[src/rtl/cskip_adder_pipe.sv]
// Pipelined carry-skip adder/subtractor with valid/ready flow control.
// Operands are captured on accept; each stage resolves BPS skip blocks and passes the carry onward.
module cskip_adder_pipe #(
  parameter int unsigned WIDTH = 16,
  parameter int unsigned BLOCK = 4,
  parameter int unsigned BPS   = 2,
  parameter int unsigned CNT_W = 16
) (
  input  logic             clk,
  input  logic             rst_n,
  input  logic             in_valid,
  output logic             in_ready,
  input  logic [WIDTH-1:0] a,
  input  logic [WIDTH-1:0] b,
  input  logic             cin,
  input  logic             sub,
  output logic             out_valid,
  input  logic             out_ready,
  output logic [WIDTH-1:0] s,
  output logic             cout,
  output logic             ovf,
  output logic [CNT_W-1:0] skip_cnt,
  input  logic             clr_cnt
);

  localparam int unsigned NBLK   = WIDTH / BLOCK;
  localparam int unsigned STAGES = NBLK / BPS;
  localparam int unsigned SW     = BPS * BLOCK;
  localparam int unsigned POP_W  = $clog2(NBLK + 1);
  localparam int unsigned CNTX_W = CNT_W + 1;

  logic w_en;
  assign w_en     = !out_valid || out_ready;
  assign in_ready = w_en;

  // Operand capture: subtraction folded into inverted b and forced carry-in.
  logic             r_v0;
  logic             r_c0;
  logic [WIDTH-1:0] r_a0;
  logic [WIDTH-1:0] r_bb0;

  always_ff @(posedge clk or negedge rst_n) begin
    if (!rst_n) begin
      r_v0  <= 1'b0;
      r_c0  <= 1'b0;
      r_a0  <= '0;
      r_bb0 <= '0;
    end else if (w_en) begin
      r_v0  <= in_valid;
      r_c0  <= sub | cin;
      r_a0  <= a;
      r_bb0 <= sub ? ~b : b;
    end
  end

  for (genvar j = 0; j < STAGES; j++) begin : g_stage
    localparam int unsigned DONE_W = (j + 1) * SW;
    localparam int unsigned DBP_W  = (j + 1) * BPS;

    logic [SW-1:0]     w_in_a;
    logic [SW-1:0]     w_in_bb;
    logic              w_in_c;
    logic              w_in_v;
    logic [SW-1:0]     w_sum;
    logic [BPS-1:0]    w_bp;
    logic              w_c_out;
    logic [DONE_W-1:0] w_sum_nxt;
    logic [DBP_W-1:0]  w_bp_nxt;
    logic              r_v;
    logic              r_c;
    logic [DONE_W-1:0] r_sum;
    logic [DBP_W-1:0]  r_bp;

    if (j == 0) begin : g_src
      assign w_in_a    = r_a0[SW-1:0];
      assign w_in_bb   = r_bb0[SW-1:0];
      assign w_in_c    = r_c0;
      assign w_in_v    = r_v0;
      assign w_sum_nxt = w_sum;
      assign w_bp_nxt  = w_bp;
    end else begin : g_src
      assign w_in_a    = g_stage[j-1].g_fwd.r_a[SW-1:0];
      assign w_in_bb   = g_stage[j-1].g_fwd.r_bb[SW-1:0];
      assign w_in_c    = g_stage[j-1].r_c;
      assign w_in_v    = g_stage[j-1].r_v;
      assign w_sum_nxt = {w_sum, g_stage[j-1].r_sum};
      assign w_bp_nxt  = {w_bp, g_stage[j-1].r_bp};
    end

    // Ripple inside each block; an all-propagate block forwards its carry-in directly.
    always_comb begin
      logic w_c;
      logic w_cb;
      logic w_bpk;
      logic w_pb;
      logic w_gb;
      w_sum = '0;
      w_bp  = '0;
      w_c   = w_in_c;
      w_cb  = 1'b0;
      w_bpk = 1'b0;
      w_pb  = 1'b0;
      w_gb  = 1'b0;
      for (int k = 0; k < int'(BPS); k++) begin
        w_cb  = w_c;
        w_bpk = 1'b1;
        for (int i = 0; i < int'(BLOCK); i++) begin
          w_pb = w_in_a[k*int'(BLOCK)+i] ^ w_in_bb[k*int'(BLOCK)+i];
          w_gb = w_in_a[k*int'(BLOCK)+i] & w_in_bb[k*int'(BLOCK)+i];
          w_sum[k*int'(BLOCK)+i] = w_pb ^ w_cb;
          w_cb  = w_gb | (w_pb & w_cb);
          w_bpk = w_bpk & w_pb;
        end
        w_bp[k] = w_bpk;
        w_c     = w_bpk ? w_c : w_cb;
      end
      w_c_out = w_c;
    end

    always_ff @(posedge clk or negedge rst_n) begin
      if (!rst_n) begin
        r_v   <= 1'b0;
        r_c   <= 1'b0;
        r_sum <= '0;
        r_bp  <= '0;
      end else if (w_en) begin
        r_v   <= w_in_v;
        r_c   <= w_c_out;
        r_sum <= w_sum_nxt;
        r_bp  <= w_bp_nxt;
      end
    end

    if (j < STAGES - 1) begin : g_fwd
      localparam int unsigned REM_W = WIDTH - DONE_W;
      logic [REM_W-1:0] w_rem_a;
      logic [REM_W-1:0] w_rem_bb;
      logic [REM_W-1:0] r_a;
      logic [REM_W-1:0] r_bb;

      if (j == 0) begin : g_rem
        assign w_rem_a  = r_a0[WIDTH-1:SW];
        assign w_rem_bb = r_bb0[WIDTH-1:SW];
      end else begin : g_rem
        assign w_rem_a  = g_stage[j-1].g_fwd.r_a[REM_W+SW-1:SW];
        assign w_rem_bb = g_stage[j-1].g_fwd.r_bb[REM_W+SW-1:SW];
      end

      always_ff @(posedge clk or negedge rst_n) begin
        if (!rst_n) begin
          r_a  <= '0;
          r_bb <= '0;
        end else if (w_en) begin
          r_a  <= w_rem_a;
          r_bb <= w_rem_bb;
        end
      end
    end

    if (j == STAGES - 1) begin : g_last
      logic r_ovf;
      // Carry into the MSB is recovered as p_msb ^ s_msb.
      always_ff @(posedge clk or negedge rst_n) begin
        if (!rst_n) begin
          r_ovf <= 1'b0;
        end else if (w_en) begin
          r_ovf <= w_in_a[SW-1] ^ w_in_bb[SW-1] ^ w_sum[SW-1] ^ w_c_out;
        end
      end
    end
  end

  assign out_valid = g_stage[STAGES-1].r_v;
  assign s         = g_stage[STAGES-1].r_sum;
  assign cout      = g_stage[STAGES-1].r_c;
  assign ovf       = g_stage[STAGES-1].g_last.r_ovf;

  // Saturating count of skipped blocks over delivered results.
  logic [NBLK-1:0]   w_bp_out;
  logic [POP_W-1:0]  w_pop;
  logic [CNTX_W-1:0] w_cnt_sum;
  logic [CNT_W-1:0]  r_cnt;

  assign w_bp_out = g_stage[STAGES-1].r_bp;

  always_comb begin
    w_pop = '0;
    for (int k = 0; k < int'(NBLK); k++) begin
      w_pop = w_pop + POP_W'(w_bp_out[k]);
    end
    w_cnt_sum = CNTX_W'(r_cnt) + CNTX_W'(w_pop);
  end

  always_ff @(posedge clk or negedge rst_n) begin
    if (!rst_n) begin
      r_cnt <= '0;
    end else if (clr_cnt) begin
      r_cnt <= '0;
    end else if (out_valid && out_ready) begin
      r_cnt <= w_cnt_sum[CNT_W] ? '1 : w_cnt_sum[CNT_W-1:0];
    end
  end

  assign skip_cnt = r_cnt;

endmodule

[config.mk]
export PLATFORM = sky130hd
export DESIGN_NAME = cskip_adder_pipe
export DESIGN_NICKNAME = d
export VERILOG_FILES = /design/src/rtl/cskip_adder_pipe.sv
export SDC_FILE = /design/constraint.sdc
export NUM_CORES = 1
export LEC_CHECK = 0
export CAP_MARGIN = 20
export CORE_MARGIN = 2
export CORE_UTILIZATION = 50
export DETAILED_ROUTE_END_ITERATION = 10
export DONT_BUFFER_PORTS = 1
export PLACE_DENSITY_LB_ADDON = 0.2
export SLEW_MARGIN = 25
export SYNTH_ARGS = -nofsm -noshare
export SYNTH_HDL_FRONTEND = slang
export SYNTH_SLANG_ARGS = --single-unit
[constraint.sdc]
create_clock -name clk -period 6 [get_ports clk]
set_clock_uncertainty 0.15 [all_clocks]
set_input_delay 0.9 -clock clk [delete_from_list [all_inputs] [get_ports clk]]
set_output_delay 0.9 -clock clk [all_outputs]
set_load 0.05 [all_outputs]
Word-level counts from Yosys, hierarchy flattened. Index checks and enable logic that the tools add are counted.

Flip-flop bits (word level): 101.

Multiplexer cells: 8. Add/subtract/negate cells: 4. Bitwise gates (word level): 96. Reduce and logical (&&, ||, !) cells: 4.

Operators by type and width (count): $mux W16 (4); $and A1 B1 Y1 (44); $xor A1 B1 Y1 (34); $add A16 B3 Y17 (1); $or A1 B1 Y1 (17); $not A16 Y16 (1); $mux W1 (4); $add A2 B1 Y3 (1); $add A3 B1 Y3 (1); $add A1 B1 Y2 (1); $reduce_bool A2 Y1 (1); $logic_and A1 B1 Y1 (1); $logic_not A1 Y1 (1); $logic_or A1 B1 Y1 (1).

Longest topological paths before layout.
Depth in word-level cells: 20. Gate-level depth with buffers: 16.

Worst setup path before layout. OpenSTA, ideal clock, no wires.

Path type: reg2reg. From: register g_stage[0].r_c. To: register g_stage[1].g_last.r_ovf, in the netlist ovf. Path buffers: 0. Clock period less this slack: 4258 ps. Library setup time: 164 ps. Data arrival time: 3945 ps. Stages on the path, launching flop included: 17. Path slack: 1742 ps. Cell sequence: dfrtp_1 -> inv_1 -> fa_1 -> inv_1 -> fa_1 -> fa_1 -> fa_1 -> mux2i_1 -> inv_1 -> fa_1 -> fa_1 -> fa_1 -> inv_1 -> fa_1 -> xnor2_1 -> xnor2_1 -> a21oi_1.

Word-level cells in the longest chain between the ends: 19. Elaborated cells on any way between the ends: 21.

Ends and longest elaborated chain: from (decl) (RTL line 70) `logic r_c;`; from (signal assigned) (RTL line 128) `r_c <= w_c_out;`; $and A1 B1 Y1 (RTL line 111) `w_cb = w_gb | (w_pb & w_cb);`; $or A1 B1 Y1 (RTL line 111); $and A1 B1 Y1 (RTL line 111); $or A1 B1 Y1 (RTL line 111); $and A1 B1 Y1 (RTL line 111); $or A1 B1 Y1 (RTL line 111); $and A1 B1 Y1 (RTL line 111); $or A1 B1 Y1 (RTL line 111); (+3 left out); $and A1 B1 Y1 (RTL line 111); $or A1 B1 Y1 (RTL line 111); $and A1 B1 Y1 (RTL line 111); $or A1 B1 Y1 (RTL line 111); $and A1 B1 Y1 (RTL line 111); $or A1 B1 Y1 (RTL line 111); $mux W1 (RTL line 115) `w_c = w_bpk ? w_c : w_cb;`; $xor A1 B1 Y1 (*) (RTL line 167) `r_ovf <= w_in_a[SW-1] ^ w_in_bb[SW-1] ^ w_sum[SW-1] ^ w_c_out;`; to (signal assigned) (RTL line 167); to (decl) (RTL line 161) `logic r_ovf;`.

Every way passes the cells marked *; elsewhere a longest branch is shown, timed or not. A chain may end at the register's enable or synchronous reset.

Final worst setup path. Same ends and word-level chain as after synthesis.

==> results_dict.tcl <==
set metrics [dict create \
    coreArea_mm2 0.00928 \
    finalWeightedCongestion 0.791 \
    relSlewSlack 0.476 \
    synth_top_area_frac 0.524 \
    p_sw_frac 0.427 \
    portBuffers 0 \
    dp_hpwl_um 6250 \
    critPathLaunchType "flop" \
    p_clk_frac 0.179 \
    max_stage_delay_ns 0.44 \
    hold_path.class "input port to asynchronous set/reset pin" \
    area_growth_syn_to_layout_pct 5.86 \
    placed_area_mm2 0.00491 \
    leakage_nw 2.46 \
    rsz0062_at_grt "false" \
    clk_latency_ns 0.36 \
    clk_pin_slew_ns 0.09 \
    root_buffer "clkbuf_8" \
    net-switching-power_mw 1.03 \
    die-area_mm2 0.0105 \
    yosysUniqueCellTypes 37 \
    dr_total_vias 3114 \
    place_inst 604 \
    synth_nets 572 \
    cts_tree "done" \
    fp-row-count 35 \
    ys_seq_area_frac 0.524 \
    regArea_mm2 0.00253 \
    timing.setup.tns_ns 0 \
    p_int_mw 1.38 \
    ant_nets 0 \
    synth.largest_area_cell "dfrtp_1" \
    ios 75 \
    worst_slew_pin_slew_ns 0.786 \
    fin_nets 561 \
    syn_area_per_cell_um2 9.71 \
    post-route-cell-area_mm2 0.00511 \
    synth.cell_area_mm2 0.00482 \
    fin_crit_sh 0.749 \
    start_util 0.520 \
    fin_hold_ws_ns 0.0711 \
    grt_remaining_overflow 0 \
    fin_util 0.550 \
    cts.htree.levels 3 \
    status "finished clean" \
    power_mw 2.40 \
    die_x_um 102 \
    die_height_um 102 \
    cp_slowest_cell "fa_1" \
    post_cts_buffers 0 \
    path_class "flop to flop" \
    fin_crit_ns 4.50 \
    crit_chain "inv_1 -> fa_1 -> inv_1 -> fa_1 -> fa_1 -> fa_1 -> mux2i_1 -> inv_1 -> fa_1 -> fa_1 -> fa_1 -> inv_1 -> fa_1 -> xnor2_1 -> xnor2_1 -> a21oi_1" \
    hold_viol 0 \
    post_drt_wl_per_cell_um 14.6 \
    cap_violations 0 \
    setup_viol 0 \
    syn_inst 497 \
    vias_per_cell 5.03 \
    grt_use_total 0.191 \
    drv_slew 0 \
    worst_slack_ns 1.50 \
    drcViolationCount 0 \
    drive_above_1_share 0.0571 \
    nFillCells 869 \
    peakVddDrop_v 0.000185 \
    wl_um 9060 \
    crit_required_ns 6.07 \
    numCtsBuffers 9 \
    async_flop_share 1.00 \
    clock-sinks 101 \
    p_comb_frac 0.280 \
    yosys-top-cells-area "dfrtp_1, nand2_1, fa_1" \
    diodes 0 \
    synth_edf_count 0 \
    cts_buffer_depth 2 \
    post_cts_resized 0 \
    stdcell_count 619 \
    ys.flop_type "dfrtp_1" \
    place_ws_ns 1.48 \
    grt_pass1_vias 3051 \
    drtIter0Drc 106 \
    seqPwrFrac 0.541 \
    grt_max_degree 102 \
    antenna_found_initial 0 \
    cts_hold_buf 0 \
    yosysWarnings 0 \
    grt_pass1_wl_um 15400 \
    cp-end-kind "flop" \
    p_per_area_mw_per_mm2 470 \
    dr.pass1.iters 4 \
    synth_seq_cells 101 \
    multi_input_area_mm2 0.00214 \
    cp_max_fo 2 \
    max_freq_mhz 222 \
    cpMostUsedCell "fa_1" \
    crit_arrival_ns 4.57 \
]
## cell usage in the layout (no fill, tap or decap), types with 6 or more instances in the layout
| master | Yosys | final |
|---|---|---|
| a21oi_1 | 11 | 11 |
| a31oi_1 | 6 | 6 |
| clkbuf_8 | 0 | 10 |
| dfrtp_1 | 101 | 101 |
| fa_1 | 19 | 19 |
| ha_1 | 17 | 17 |
| inv_1 | 20 | 19 |
| nand2_1 | 187 | 187 |
| nor2_1 | 13 | 13 |
| nor3_1 | 7 | 7 |
| o21ai_0 | 31 | 31 |
| xnor2_1 | 16 | 16 |
## worst paths after layout
kind	start	to	slack, ns	cells after the start
hold reg to reg	g_stage[0].r_sum[5]	g_stage[0].r_sum[5]	0.32	2
min in group clk	g_stage[0].r_sum[5]	g_stage[0].r_sum[5]	0.32	2
setup / recovery	g_stage[0].r_c	ovf	1.50	16
max in group asynchronous	rst_n	skip_cnt[13]	5.43	0
hold / removal	rst_n	skip_cnt[9]	0.07	0
setup reg to reg	g_stage[0].r_c	ovf	1.50	16
## area by class of cell
cell class                      instances  area share
Clock buffer                           12      0.0284
Clock inverter                          3     0.00906
Inverter                               20      0.0147
Multi-Input combinational cell        352       0.418
Sequential cell                       101       0.495
Tap cell                              129      0.0316
Timing Repair Buffer                    2     0.00294
## routing by layer
metal | global-route usage | vias up | wire, um
met5 | 0 | - | 0
met3 | 0.0458 | 11 | 421
li1 | - | 1565 | -
met1 | 0.292 | 1482 | 4560
met4 | 0.0615 | 0 | 131
met2 | 0.272 | 56 | 3950
## cell families (layout without fill, tap and decap cells)
kind of cell / Yosys count / count (layout) / share of synthesized area
XOR/XNOR: 18 / 18 / 0.0327
AO/OA/AOI/OAI: 62 / 62 / 0.0768
buffers and inverters: 44 / 37 / 0.0360
flip-flops: 101 / 101 / 0.524
multiplexers: 2 / 2 / 0.00415
adder cells (fa/ha/maj): 36 / 36 / 0.123
AND/OR/NAND/NOR: 234 / 234 / 0.204
## synth_stat cells (2+ instances only)
master,number
ha_1,17
xor2_1,2
nor2b_1,2
nand4_1,5
and3_1,2
and2_1,2
a311oi_1,3
mux2i_1,2
or3_4,2
fa_1,19
o21ai_0,31
a31oi_1,6
nor4_1,2
a21oi_1,11
o221a_2,2
nand2b_1,2
a211oi_1,4
and4_1,4
nand2_1,187
inv_1,20
dfrtp_1,101
xnor2_1,16
nand3_1,2
nor3_1,7
clkbuf_1,22
nor2_1,13
## power groups by stage
stage	logic (mW)	registers [mW]	clock network (mW)
after global routing	0.789	1.34	0.474
after floorplan	0.521	1.27	0
final	0.673	1.30	0.429
after global placement	0.663	1.31	0
after CTS	0.684	1.31	0.444
after detailed placement	0.681	1.32	0
## flip-flops by register name (all words and copies together) (netlist names)
| register | cells |
|---|---|
| cout | 1 |
| g_stage.g_fwd.r_a | 8 |
| g_stage.g_fwd.r_bb | 8 |
| g_stage.r_bp | 6 |
| g_stage.r_c | 1 |
| g_stage.r_sum | 8 |
| g_stage.r_v | 1 |
| g_stage.w_in_c | 1 |
| g_stage.w_in_v | 1 |
| out_valid | 1 |
| ovf | 1 |
| r_a0 | 16 |
| r_bb0 | 16 |
| s | 16 |
| skip_cnt | 16 |
## critical path: cells and delay by family (launching register included)
family          cells  cell delay (ns)
fa+ha+maj           8             2.90
compound gates      1             0.08
buf+inv             4             0.30
flops               1             0.39
mux                 1             0.20
xor+xnor            2             0.32
Power figures use the tool's default switching activity.
